`config.mk`:
```
export PLATFORM = sky130hd
export DESIGN_NAME = debug_unit
export DESIGN_NICKNAME = d
export VERILOG_FILES = /design/src/rtl/debug_unit.sv
export SDC_FILE = /design/constraint.sdc
export NUM_CORES = 1
export LEC_CHECK = 0
export ABC_AREA = 1
export CORE_AREA = 2 2 229 231
export CTS_BUF_LIST = sky130_fd_sc_hd__clkbuf_4
export DETAILED_ROUTE_END_ITERATION = 16
export DIE_AREA = 0 0 231 233
export GPL_TIMING_DRIVEN = 0
export PLACE_DENSITY = 0.79
export SYNTH_ARGS = -nofsm -noshare
export SYNTH_HDL_FRONTEND = slang
export SYNTH_SLANG_ARGS = --single-unit
```
`constraint.sdc`:
```
create_clock -name i_clk -period 3.35 [get_ports i_clk]
set_input_delay 0.335 -clock i_clk [delete_from_list [all_inputs] [get_ports i_clk]]
set_output_delay 0.335 -clock i_clk [all_outputs]
set_load 0.005 [all_outputs]
```
`src/rtl/debug_unit.sv`:
```
// debug_unit: UART command decoder that loads instruction memory, runs/steps the pipeline and streams a state dump.
// Define DEBUG_ACK_EN to send 0x06 after a completed load and 0x15 for an unknown command.
module debug_unit #(
    parameter int NB_IF_ID    = 64,
    parameter int NB_ID_EX    = 168,
    parameter int NB_EX_MEM   = 88,
    parameter int NB_MEM_WB   = 80,
    parameter int N_REGS      = 32,
    parameter int N_MEM_WORDS = 32
) (
    input  logic                 i_clk,
    input  logic                 i_reset,
    input  logic [7:0]           i_rx_data,
    input  logic                 i_rx_valid,
    output logic [7:0]           o_tx_data,
    output logic                 o_tx_start,
    input  logic                 i_tx_done,
    output logic                 o_stop,
    output logic                 o_write_instruction_mem,
    output logic [31:0]          o_instruction_mem_addr,
    output logic [31:0]          o_instruction_mem_data,
    output logic [4:0]           o_r_addr_registers,
    input  logic [31:0]          i_r_data_registers,
    output logic [31:0]          o_r_addr_data_mem,
    input  logic [31:0]          i_r_data_data_mem,
    input  logic [NB_IF_ID-1:0]  i_IF_ID,
    input  logic [NB_ID_EX-1:0]  i_ID_EX,
    input  logic [NB_EX_MEM-1:0] i_EX_MEM,
    input  logic [NB_MEM_WB-1:0] i_MEM_WB,
    input  logic                 i_end
);
    localparam int NB_LAT = NB_IF_ID + NB_ID_EX + NB_EX_MEM + NB_MEM_WB;
    localparam logic [15:0] R_END   = 16'(4 * N_REGS);
    localparam logic [15:0] L_END   = 16'(4 * N_REGS + NB_LAT / 8);
    localparam logic [15:0] TOTAL   = 16'(4 * N_REGS + NB_LAT / 8 + 4 * N_MEM_WORDS);
    localparam logic [15:0] LAT_TOP = 16'(NB_LAT - 8);

    typedef enum logic [3:0] {
        IDLE, LOAD_CNT, LOAD_BYTE, LOAD_WR, RUN, STEP,
        DUMP_ADDR, DUMP_CAP, DUMP_TX, DUMP_WAIT
    } state_t;

    state_t            state_q, state_d;
    logic              stop_q, stop_d;
    logic [7:0]        cnt_q, cnt_d;
    logic [7:0]        k_q, k_d;
    logic [1:0]        nbyte_q, nbyte_d;
    logic [31:0]       word_q, word_d;
    logic [15:0]       idx_q, idx_d;
    logic [NB_LAT-1:0] lat_q, lat_d;
    logic [7:0]        tx_data_q, tx_data_d;
    logic              tx_start_q, tx_start_d;
    logic              single_q, single_d;
    logic              nak_q, nak_d;

    logic [15:0] off, nidx, lidx, lat_shift;
    logic [1:0]  noff, byte_sel;
    logic        in_reg, in_mem, word_start;
    logic [7:0]  dump_byte, tx_byte;

    // Dump byte index spans three regions: register words, latch bytes, memory words.
    always_comb begin
        off        = idx_q - L_END;
        lidx       = idx_q - R_END;
        nidx       = idx_q + 16'd1;
        noff       = nidx[1:0] - L_END[1:0];
        in_reg     = idx_q < R_END;
        in_mem     = idx_q >= L_END;
        byte_sel   = in_reg ? idx_q[1:0] : off[1:0];
        lat_shift  = LAT_TOP - (lidx << 3);
        dump_byte  = (in_reg || in_mem) ? 8'(word_q >> {~byte_sel, 3'b000}) : 8'(lat_q >> lat_shift);
        tx_byte    = single_q ? (nak_q ? 8'h15 : 8'h06) : dump_byte;
        word_start = (nidx < R_END) ? (nidx[1:0] == 2'd0) : (nidx >= L_END && noff == 2'd0);
    end

    always_comb begin
        state_d    = state_q;
        stop_d     = stop_q;
        cnt_d      = cnt_q;
        k_d        = k_q;
        nbyte_d    = nbyte_q;
        word_d     = word_q;
        idx_d      = idx_q;
        lat_d      = lat_q;
        tx_data_d  = tx_data_q;
        tx_start_d = 1'b0;
        single_d   = single_q;
        nak_d      = nak_q;
        case (state_q)
            IDLE: begin
                if (i_rx_valid) begin
                    if (i_rx_data == 8'h4C) begin
                        state_d = LOAD_CNT;
                    end else if (i_rx_data == 8'h43) begin
                        state_d = RUN;
                        stop_d  = i_end;
                    end else if (i_rx_data == 8'h53) begin
                        state_d = STEP;
                        stop_d  = i_end;
                    end
`ifdef DEBUG_ACK_EN
                    else begin
                        state_d  = DUMP_TX;
                        single_d = 1'b1;
                        nak_d    = 1'b1;
                    end
`endif
                end
            end
            LOAD_CNT: begin
                if (i_rx_valid) begin
                    cnt_d   = i_rx_data;
                    k_d     = 8'd0;
                    nbyte_d = 2'd0;
                    state_d = (i_rx_data == 8'd0) ? IDLE : LOAD_BYTE;
                end
            end
            LOAD_BYTE: begin
                if (i_rx_valid) begin
                    word_d  = {word_q[23:0], i_rx_data};
                    nbyte_d = nbyte_q + 2'd1;
                    state_d = (nbyte_q == 2'd3) ? LOAD_WR : LOAD_BYTE;
                end
            end
            LOAD_WR: begin
                k_d = k_q + 8'd1;
                if (k_d == cnt_q) begin
`ifdef DEBUG_ACK_EN
                    state_d  = DUMP_TX;
                    single_d = 1'b1;
                    nak_d    = 1'b0;
`else
                    state_d  = IDLE;
`endif
                end else begin
                    state_d = LOAD_BYTE;
                end
            end
            RUN: begin
                if (i_end) begin
                    stop_d   = 1'b1;
                    idx_d    = 16'd0;
                    single_d = 1'b0;
                    state_d  = DUMP_ADDR;
                end else begin
                    stop_d = 1'b0;
                end
            end
            STEP: begin
                stop_d   = 1'b1;
                idx_d    = 16'd0;
                single_d = 1'b0;
                state_d  = DUMP_ADDR;
            end
            DUMP_ADDR: begin
                // Pipeline is frozen by now, so one snapshot serves the whole dump.
                if (idx_q == 16'd0) lat_d = {i_IF_ID, i_ID_EX, i_EX_MEM, i_MEM_WB};
                state_d = DUMP_CAP;
            end
            DUMP_CAP: begin
                word_d  = in_reg ? i_r_data_registers : i_r_data_data_mem;
                state_d = DUMP_TX;
            end
            DUMP_TX: begin
                tx_data_d  = tx_byte;
                tx_start_d = 1'b1;
                state_d    = DUMP_WAIT;
            end
            DUMP_WAIT: begin
                if (i_tx_done) begin
                    if (single_q || nidx == TOTAL) begin
                        state_d  = IDLE;
                        single_d = 1'b0;
                    end else begin
                        idx_d   = nidx;
                        state_d = word_start ? DUMP_ADDR : DUMP_TX;
                    end
                end
            end
            default: state_d = IDLE;
        endcase
    end

    always_ff @(posedge i_clk or negedge i_reset) begin
        if (!i_reset) begin
            state_q    <= IDLE;
            stop_q     <= 1'b1;
            cnt_q      <= '0;
            k_q        <= '0;
            nbyte_q    <= '0;
            word_q     <= '0;
            idx_q      <= '0;
            lat_q      <= '0;
            tx_data_q  <= '0;
            tx_start_q <= 1'b0;
            single_q   <= 1'b0;
            nak_q      <= 1'b0;
        end else begin
            state_q    <= state_d;
            stop_q     <= stop_d;
            cnt_q      <= cnt_d;
            k_q        <= k_d;
            nbyte_q    <= nbyte_d;
            word_q     <= word_d;
            idx_q      <= idx_d;
            lat_q      <= lat_d;
            tx_data_q  <= tx_data_d;
            tx_start_q <= tx_start_d;
            single_q   <= single_d;
            nak_q      <= nak_d;
        end
    end

    assign o_stop                  = stop_q;
    assign o_tx_data               = tx_data_q;
    assign o_tx_start              = tx_start_q;
    assign o_write_instruction_mem = (state_q == LOAD_WR);
    assign o_instruction_mem_addr  = {22'd0, k_q, 2'b00};
    assign o_instruction_mem_data  = word_q;
    assign o_r_addr_registers      = in_reg ? idx_q[6:2] : 5'd0;
    assign o_r_addr_data_mem       = in_mem ? {16'd0, off[15:2], 2'b00} : 32'd0;
endmodule
```
---- After elaboration in Yosys (flattened, before gate mapping) ----
Cells that the tools add are included.
operators by class
  add/subtract/negate cells ............... 7
  $lt $le $gt $ge ......................... 4
  eq/ne operators ......................... 25
  shift-type cells ........................ 2
  mux-type cells .......................... 43
  bitwise operators ....................... 1
  reduce and logical (&&, ||, !) cells .... 22
operator list
  operator               count
  $shr 400x16->8         1
  $mux 16                4
  $mux 32                2
  $pmux 32 s2            1
  $pmux 16 s3            1
  $mux 4                 10
  $pmux 4 s10            1
  $ge 16x8->1 const B    2
  $lt 16x8->1 const B    2
  $shr 32x5->8           1
  $eq 8x7->1 const B     3
  $mux 8                 3
  $add 16x1->16 const B  1
  $eq 16x9->1 const B    1
  $eq 4x3->1 const B     4
  $logic_not 16->1       1
  $ne 2x2->1 const B     8
  $pmux 8 s2             1
  $sub 16x8->16 const B  1
  $sub 9x16->16 const A  1
  $sub 13x8->13 const B  1
  $reduce_and 4->1       3
  $mux 1                 11
  $mux 2                 5
  other kinds (24)       35
storage, ports and cells
  flip-flop bits (word level) ............. 481
  bits of input ports ..................... 477
  word-level logic and storage cells ...... 115

---- Longest topological paths before layout ----
Gate-level depths: netlist (run 1).
  depth after elaboration ................. 9
  mapped depth ............................ 17
  depth with buffers taken out ............ 17

---- Worst setup path before layout (run 1) ----
OpenSTA, ideal clock, no wires.
  path kind ............................... reg-to-reg
  start ................................... register idx_q[0]
  end ..................................... register lat_q[266]
  setup time .............................. 0.128 ns
  data arrival time ....................... 2.446 ns
  data required time ...................... 3.222 ns
  slack ................................... 0.776 ns
  stages on the path, launching flop included .. 12
  buffers on the path ..................... 5
  path through ............................ dfrtp_1 buf_4 inv_2 clkbuf_1 clkbuf_1 ha_1 nand3_1 nor4_1 nand3_2 buf_2 buf_2 mux2_1
on the way
  word-level cells in the longest chain between the ends .. 2
ends and longest elaborated chain
  element                            line  RTL
  start, declared                    49    logic [15:0] idx_q, idx_d;
  start signal, assigned             205   idx_q <= idx_d;
  $logic_not 16->1                   157   if (idx_q == 16'd0) lat_d = {i_IF_ID, i_ID_EX, i_EX_MEM, i_MEM_WB};
  $reduce_and 2->1 (no source line)  n/a
  end signal, assigned               206   lat_q <= lat_d;
  end, declared                      50    logic [NB_LAT-1:0] lat_q, lat_d;
No other way between the ends.
A chain may end at the register's enable or synchronous reset.

---- Final worst setup path (run 1) ----
  start ................................... register idx_q[1]
  end ..................................... register tx_data_q[0], in the netlist o_tx_data[0]
on the way
  word-level cells in the longest chain between the ends .. 6
  elaborated cells on any way between the ends .. 12
  classes of those cells .................. add/sub (3); order compare (2); shift (2); mux (3); bitwise (1); reduce/logical (1)
ends and longest elaborated chain
  element                                                line  RTL
  branches (longest 4 deep; another with $sub 9x16->16)  n/a
  $mux 8 *                                               71    dump_byte = (in_reg || in_mem) ? 8'(word_q >> {~byte_sel, 3'b000}) : 8'(lat_q >> lat_shift);
  $mux 8 *                                               72    tx_byte = single_q ? (nak_q ? 8'h15 : 8'h06) : dump_byte;
  end signal, assigned                                   207   tx_data_q <= tx_data_d;
  end, declared                                          51    logic [7:0] tx_data_q, tx_data_d;
Mark *: on every way between the ends.

==> summary.json, run 1 <==
{
  "run_status": {
    "result_of_the_run": "finished, final reports clean"
  },
  "floorplanning": {
    "die_area_um2": 53800,
    "floorplan.initialDensity_pct": 48.6,
    "boundaryPins": 589,
    "die_x_um": 231,
    "floorplan.die.height_um": 233,
    "core-area_um2": 51100,
    "fp-row-count": 83
  },
  "cts": {
    "cts.reportedPaths.clkPinSlew_ns": 0.07,
    "clock_buffer_depth": 3,
    "htree_num_levels": 4,
    "tritoncts": "yes",
    "clock-sinks": 480,
    "clk_latency_ns": 1.03,
    "clock-root-buffer": "clkbuf_4",
    "cts_buffers": 131
  },
  "pwr": {
    "maximum_vdd_drop_uv": 490,
    "cellLeakagePower_uw": 0.0167,
    "power.share.combinational_pct": 35.2,
    "power.clock.fraction_pct": 22.2,
    "power.density_nw_per_um2": 649,
    "p_sw_share_pct": 37.4,
    "p_int_uw": 15200,
    "power_switching_uw": 9070,
    "fin_total_pwr_uw": 24300,
    "power.share.sequential_pct": 42.5
  },
  "synth": {
    "synthesis.instances": 2833,
    "synth_enable_flop_cells": 0,
    "avgSynthCellArea_um2": 8.77,
    "synth_cell_type_count": 44,
    "ys_dominant_reg_cell": "dfrtp_1",
    "synthesis.area_um2": 24900,
    "post_synth_most_frequent_cells": "479 x dfrtp_1, 360 x nand2_1, 349 x nor2_1",
    "ys_seq_area_share_pct": 48.3,
    "yosysWarningCount": 0,
    "yosys_register_bits": 480,
    "yosys.cell_count.top_type": "dfrtp_1",
    "ys_async_sr_fraction_pct": 100,
    "yosys-top-cells-area": "dfrtp_1 48%, mux2_1 10%, o21ai_0 5.8%, nand2_1 5.4%, nor2_1 5.3%",
    "cell_type_with_the_highest_aggregate_area_in_the_netlist": "dfrtp_1",
    "fraction_of_post_synthesis_cell_area_in_the_top_cell_type_by_area_pct": 48.2
  },
  "timing": {
    "timing_hold_violations_final": 0,
    "worst_slack_ns": 0.0583,
    "min_period_over_period_pct": 98.3,
    "maxClockFrequency_mhz": 304,
    "finalCriticalPeriod_ns": 3.29,
    "worstMarginPinSlew_ns": 0.987,
    "setup_viol": 0,
    "worst_case_headroom_to_the_max_slew_limit_pct": 34.2,
    "final_max_slew_viol_count": 0,
    "fin_worst_skew_ns": 0.0905
  },
  "detailed_routing": {
    "detail_route.iter0.violations": 3381,
    "detailedRoute.firstPassIterationCount": 6,
    "antenna_violating_nets_post_route": 0,
    "vias_per_cell": 5.80,
    "detail_route.wirelength_um": 114000,
    "route.detailed.wl_per_inst_um": 24.2,
    "route.vias.total": 27400,
    "post-route-drc-count": 0
  },
  "global_route": {
    "track_usage_pct": 42.2,
    "grt_antenna_before_repair": 20,
    "gr-total-overflow": 0,
    "grt_pass1_vias": 27900,
    "wire_length_of_the_first_global_routing_pass_um": 168000,
    "pin_count_of_the_biggest_net_entering_global_routing": 122
  },
  "critical_path": {
    "worstSetupStartpointType": "flip-flop",
    "setup.worst_path.class": "flip-flop to flip-flop",
    "data_arrival_time_of_the_critical_path_ns": 4.13,
    "setup.worst_path.end_class": "flip-flop",
    "required_ns": 4.18,
    "cp_max_fo": 10
  },
  "placement": {
    "port-buffer-count": 546,
    "place_congestion": 0.957,
    "post_place_setup_slack_ns": -1.21,
    "place_hpwl_um": 74800
  },
  "finish": {
    "final_nets": 4451,
    "synthToLayoutAreaGrowth_pct": 50.5,
    "drive_above_1_share_pct": 11.9
  },
  "min_path": {
    "hold_path_class": "input pin to flip-flop"
  },
  "job": {
    "number_of_maximum_capacitance_violations": 0
  }
}
## path summary, 6_finish.rpt
check	startpoint	end	depth (start not counted)	slack, ns
max	idx_q[1]	o_tx_data[0]	16	0.06
min	i_r_data_data_mem[28]	o_instruction_mem_data[28]	3	0.02
max reg2reg	idx_q[1]	o_tx_data[0]	16	0.06
min reg2reg	o_tx_data[4]	o_tx_data[4]	2	0.48
max in group asynchronous	i_reset	idx_q[11]	5	1.68
min in group asynchronous	i_reset	lat_q[194]	4	0.45
## metrics by stage
step           hold WS (ns)  TNS [ns]  instance area (µm²)  utilization [%]  instances
2_1_floorplan        0.0394         0                25000                -       2874
3_3_place_gp          0.463  -9412.92                31300             61.3       4100
3_5_place_dp          0.268   -169.78                31400             61.5       4104
4_1_cts           0.0000147    -0.221                37200             72.7       4702
5_1_grt             0.00685   -0.0447                37400             73.2       4724
6_report             0.0226         0                37400             73.2       4731
## layout by cell type (no fill, tap or decap), types with 68 or more instances in the layout
cell type and count:
nand3_1 151, nor2_1 338, o211ai_1 68, dfrtp_1 474, mux2_1 222, clkbuf_1 76
o21ai_0 283, nand2_1 353, clkdlybuf4s50_1 530, clkbuf_4 180, dlygate4sd3_1 374, buf_4 81
a21oi_1 248, inv_1 244
## repair_timing
action / in CTS / in global routing
pin swaps: 12 / 13
gates cloned: 1 / 0
hold buffers: 375 / 0
gates resized for setup: 101 / 34
setup endpoints to repair: 427 / 69
setup buffers: 17 / 14
endpoints found under the hold margin: 639 / 0
## layer usage
metal	part of all wire (%)	routed length, µm	up-vias	global-route usage [%]
met4	6.9	7950	8	27.0
met3	10	11800	581	12.9
met5	0.045	51	-	0
li1	-	-	11700	-
met2	46	52300	1977	66.1
met1	37	42400	13100	50.7
## kinds of logic (layout without fill, tap and decap cells)
group | Yosys count | count (layout) | synth area share (%)
xor gates and xnor gates | 11 | 11 | 0.418
and+or+nand+nor | 916 | 916 | 15.3
adders and majority gates | 13 | 13 | 0.654
DFF | 480 | 480 | 48.3
AOI/OAI and AO/OA | 674 | 674 | 14.8
other | 1 | 58 | 0.0151
muxes | 253 | 253 | 11.5
buffers and inverters | 485 | 1646 | 9.05
## registers in the layout, indices dropped and copies added (netlist names)
name and cells:
o_instruction_mem_data 32, o_tx_start 1, idx_q 16, lat_q 400, nbyte_q 2, state_q 4, cnt_q 8, o_stop 1
k_q 8, o_tx_data 8
## power groups by stage
stage	Sequential, µW	Clock [µW]	Combinational [µW]
2_1_floorplan	9670	0	4670
3_3_place_gp	10100	0	7380
3_5_place_dp	10200	0	7620
4_1_cts	10100	5250	8020
5_1_grt	10500	5690	9210
6_report	10300	5400	8550
## worst max-delay path, cell delays in order (launching register included)
cell	delay (ns)
dfrtp_2	0.40
inv_4	0.06
clkbuf_16	0.14
clkbuf_16	0.15
buf_4	0.14
ha_4	0.33
clkbuf_1	0.41
clkbuf_1	0.51
o221ai_1	0.31
nand3_1	0.14
nand2_1	0.12
nand2_1	0.09
nand2_1	0.05
nand3_1	0.13
nand2_1	0.07
nand2_1	0.07
nand2_1	0.05
## cell type report
cell class	count	area, µm²
antenna	16	40.0
clock buffer	179	1340
inverter	262	1010
clock inverter	28	200
multi-input combinational	1909	11000
tap	680	851
fill	3575	13700
timing repair buffer	957	9620
sequential	480	12000
buffer	220	1360
Power figures use the tool's default switching activity.
==> run 2: changes to the inputs <==
--- a/config.mk
+++ b/config.mk
@@ -6,12 +6,13 @@
 export NUM_CORES = 1
 export LEC_CHECK = 0
 export ABC_AREA = 1
-export CORE_AREA = 2 2 229 231
+export CORE_AREA = 2 2 227 229
 export CTS_BUF_LIST = sky130_fd_sc_hd__clkbuf_4
 export DETAILED_ROUTE_END_ITERATION = 16
-export DIE_AREA = 0 0 231 233
+export DIE_AREA = 0 0 229 231
 export GPL_TIMING_DRIVEN = 0
-export PLACE_DENSITY = 0.79
+export PLACE_DENSITY = 0.8
+export SLEW_MARGIN = 20
 export SYNTH_ARGS = -nofsm -noshare
 export SYNTH_HDL_FRONTEND = slang
 export SYNTH_SLANG_ARGS = --single-unit
==> constraint.sdc (replaced) <==
create_clock -name i_clk -period 4.2 [get_ports i_clk]
set_input_delay 0.42 -clock i_clk [delete_from_list [all_inputs] [get_ports i_clk]]
set_output_delay 0.42 -clock i_clk [all_outputs]
set_load 0.005 [all_outputs]
==> summary.json, run 2 (same netlist as run 1, synthesis figures left out) <==
{
  "detailed_routing": {
    "route.vias.total": {"value": 26500, "change": "was 27,400"},
    "post-route-drc-count": {"value": 0, "change": "unchanged"},
    "detailedRoute.firstPassIterationCount": {"value": 8, "change": "was 6"},
    "detail_route.iter0.violations": {"value": 2945, "change": "was 3,381"},
    "route.detailed.wl_per_inst": {"value": 23.5, "unit": "µm", "change": "was 24.2 µm"},
    "antenna_violating_nets_post_route": {"value": 0, "change": "unchanged"},
    "detail_route.wirelength": {"value": 109000, "unit": "µm", "change": "was 114,000 µm"},
    "vias_per_cell": {"value": 5.73, "change": "was 5.80"}
  },
  "finish": {
    "drive_above_1_share": {"value": 10.6, "unit": "%", "change": "was 11.9%"},
    "final_common_cell": {"value": "clkdlybuf4s50_1", "change": "unchanged"},
    "layout.cells.most_common_list": {"value": "544 x clkdlybuf4s50_1, 478 x dfrtp_1, 360 x nand2_1, 348 x nor2_1, 290 x dlygate4sd3_1", "change": "was 530 x clkdlybuf4s50_1, 474 x dfrtp_1, 374 x dlygate4sd3_1, 353 x nand2_1, 338 x nor2_1"},
    "final_nets": {"value": 4340, "change": "was 4,451"},
    "synthToLayoutAreaGrowth": {"value": 45.3, "unit": "%", "change": "was 50.5%"},
    "registers.top_by_ff_count": {"value": "lat_q", "change": "unchanged"},
    "largest_reg_flops": {"value": 400, "change": "unchanged"},
    "post-route-cell-area": {"value": 36100, "unit": "µm²", "change": "was 37,400 µm²"}
  },
  "min_path": {
    "hold_path_class": {"value": "input pin to flip-flop", "change": "unchanged"}
  },
  "global_route": {
    "track_usage": {"value": 40.6, "unit": "%", "change": "was 42.2%"},
    "wire_length_of_the_first_global_routing_pass": {"value": 160000, "unit": "µm", "change": "was 168,000 µm"},
    "grt_pass1_vias": {"value": 26700, "change": "was 27,900"},
    "gr-total-overflow": {"value": 0, "change": "unchanged"},
    "grt_antenna_before_repair": {"value": 12, "change": "was 20"},
    "pin_count_of_the_biggest_net_entering_global_routing": {"value": 97, "change": "was 122"}
  },
  "critical_path": {
    "setup.worst_path.class": {"value": "flip-flop to primary output", "change": "was flip-flop to flip-flop"},
    "worst_r2r_startpoint": {"value": "idx_q[0]", "change": "was idx_q[1]"},
    "data_arrival_time_of_the_critical_path": {"value": 3.61, "unit": "ns", "change": "was 4.13 ns"},
    "crit_path_end": {"value": "o_r_addr_data_mem[2]", "change": "was o_tx_data[0]"},
    "cp_max_fo": {"value": 13, "change": "was 10"},
    "ff_to_ff_setup_slack": {"value": 0.19, "unit": "ns", "change": "was 0.06 ns"},
    "setup.worst_path.end_class": {"value": "primary output", "change": "was flip-flop"},
    "reg2regPathDepth": {"value": 12, "change": "was 16"},
    "worst_setup_path_startpoint": {"value": "idx_q[1]", "change": "unchanged"},
    "reg2reg_to": {"value": "lat_q[54]", "change": "was o_tx_data[0]"},
    "required": {"value": 3.78, "unit": "ns", "change": "was 4.18 ns"},
    "worstSetupStartpointType": {"value": "flip-flop", "change": "unchanged"}
  },
  "pwr": {
    "maximum_vdd_drop": {"value": 381, "unit": "µV", "change": "was 490 µV"},
    "cellLeakagePower": {"value": 0.0161, "unit": "µW", "change": "was 0.0167 µW"},
    "power.density": {"value": 533, "unit": "nW/µm²", "change": "was 649 nW/µm²"}
  },
  "floorplanning": {
    "die_x": {"value": 229, "unit": "µm", "change": "was 231 µm"},
    "floorplan.initialDensity": {"value": 49.0, "unit": "%", "change": "was 48.6%"},
    "core-area": {"value": 50700, "unit": "µm²", "change": "was 51,100 µm²"},
    "floorplan.die.height": {"value": 231, "unit": "µm", "change": "was 233 µm"},
    "fp-row-count": {"value": 83, "change": "unchanged"},
    "boundaryPins": {"value": 589, "change": "unchanged"},
    "die_area": {"value": 52900, "unit": "µm²", "change": "was 53,800 µm²"}
  },
  "timing": {
    "timing_hold_violations_final": {"value": 0, "change": "unchanged"},
    "finalCriticalPeriod_ns": 4.03,
    "maxClockFrequency_mhz": 248,
    "min_period_over_period_pct": 96.0,
    "worst_case_headroom_to_the_max_slew_limit": {"value": 24.1, "unit": "%", "change": "was 34.2%"},
    "final_max_slew_viol_count": {"value": 0, "change": "unchanged"},
    "worstMarginPinSlew": {"value": 1.14, "unit": "ns", "change": "was 0.987 ns"},
    "setup_viol": {"value": 0, "change": "unchanged"},
    "hold_slack": {"value": 0.0187, "unit": "ns", "change": "was 0.0226 ns"},
    "fin_worst_skew": {"value": 0.0761, "unit": "ns", "change": "was 0.0905 ns"}
  },
  "cts": {
    "htree_num_levels": {"value": 4, "change": "unchanged"},
    "tritoncts": {"value": "yes", "change": "unchanged"},
    "clock_buffer_depth": {"value": 3, "change": "unchanged"},
    "clock-root-buffer": {"value": "clkbuf_4", "change": "unchanged"},
    "clk_latency": {"value": 1.07, "unit": "ns", "change": "was 1.03 ns"},
    "cts_buffers": {"value": 131, "change": "unchanged"},
    "clock-sinks": {"value": 480, "change": "unchanged"},
    "cts.reportedPaths.clkPinSlew": {"value": 0.07, "unit": "ns", "change": "about the same"}
  },
  "placement": {
    "place_congestion": {"value": 0.968, "change": "was 0.957"},
    "dpl-instance-area": {"value": 31500, "unit": "µm²", "change": "was 31,400 µm²"},
    "port-buffer-count": {"value": 546, "change": "unchanged"},
    "place_hpwl": {"value": 74900, "unit": "µm", "change": "was 74,800 µm"}
  },
  "job": {
    "number_of_maximum_capacitance_violations": {"value": 0, "change": "unchanged"}
  },
  "run_status": {
    "result_of_the_run": {"value": "finished, final reports clean", "change": "unchanged"}
  }
}
==> run 2: timing repair <==
action                                 4_1_cts  5_1_grt
hold buffers                               291        0
resized for setup                           12        6
setup buffers                                1        0
endpoints found under the hold margin      498        0
setup endpoints to repair                   27        6
==> run 2: power breakdown <==
part | internal, µW | total (µW) | switching (µW)
Clock | 2200 | 4390 | 2190
Combinational | 3030 | 6650 | 3620
Sequential | 6890 | 8210 | 1310
==> run 2: how the worst min path moves through the flow <==
stage | from | to | slack [ns] | depth (start not counted)
2_1_floorplan | i_reset | cnt_q[0] | 0.12 | 0
3_3_place_gp | o_tx_data[0] | o_tx_data[0] | 0.46 | 2
3_5_place_dp | i_reset | lat_q[332] | 0.32 | 1
4_1_cts | i_MEM_WB[20] | lat_q[20] | 0.0003 | 3
5_1_grt | i_ID_EX[119] | lat_q[287] | 0.0004 | 2
6_report | i_EX_MEM[30] | lat_q[110] | 0.02 | 2
==> run 2: worst max-delay path, cell delays in order (launching register included) <==
cell             delay, ns
dfrtp_2               0.43
inv_2                 0.12
clkbuf_8              0.20
clkbuf_16             0.19
ha_1                  0.33
inv_1                 0.20
clkbuf_2              0.42
nand2_1               0.10
inv_1                 0.08
clkdlybuf4s50_1       0.51
==> run 2: layer usage <==
layer,track usage (%),wire [µm]
met1,50.9,41300
met2,64.4,49700
met5,0,15
met3,9.13,10200
met4,24.5,7250
==> run 2: area by class of cell <==
cell class	count	area (µm²)
well taps	680	851
multi-input cells	1909	10800
clock inverters	25	195
plain buffers	223	1300
diodes	13	32.5
clock buffers	190	1430
repair buffers	843	8540
inverters	262	983
flip-flops and latches	480	12000
fillers	3721	14600
==> run 2: stage by stage <==
stage               utilization (%)  cells  power (µW)  setup WS, ns  setup TNS [ns]
detailed placement             62.1   4105       14200        -0.419           -2.75
floorplan                         -   2874       11400          1.63               0
global placement               61.8   4100       14000        -18.65        -8908.68
global route                   71.2   4624       20200       -0.0166         -0.0166
finish                         71.2   4625       19200         0.169               0
CTS                            71.1   4612       18700        0.0323               0
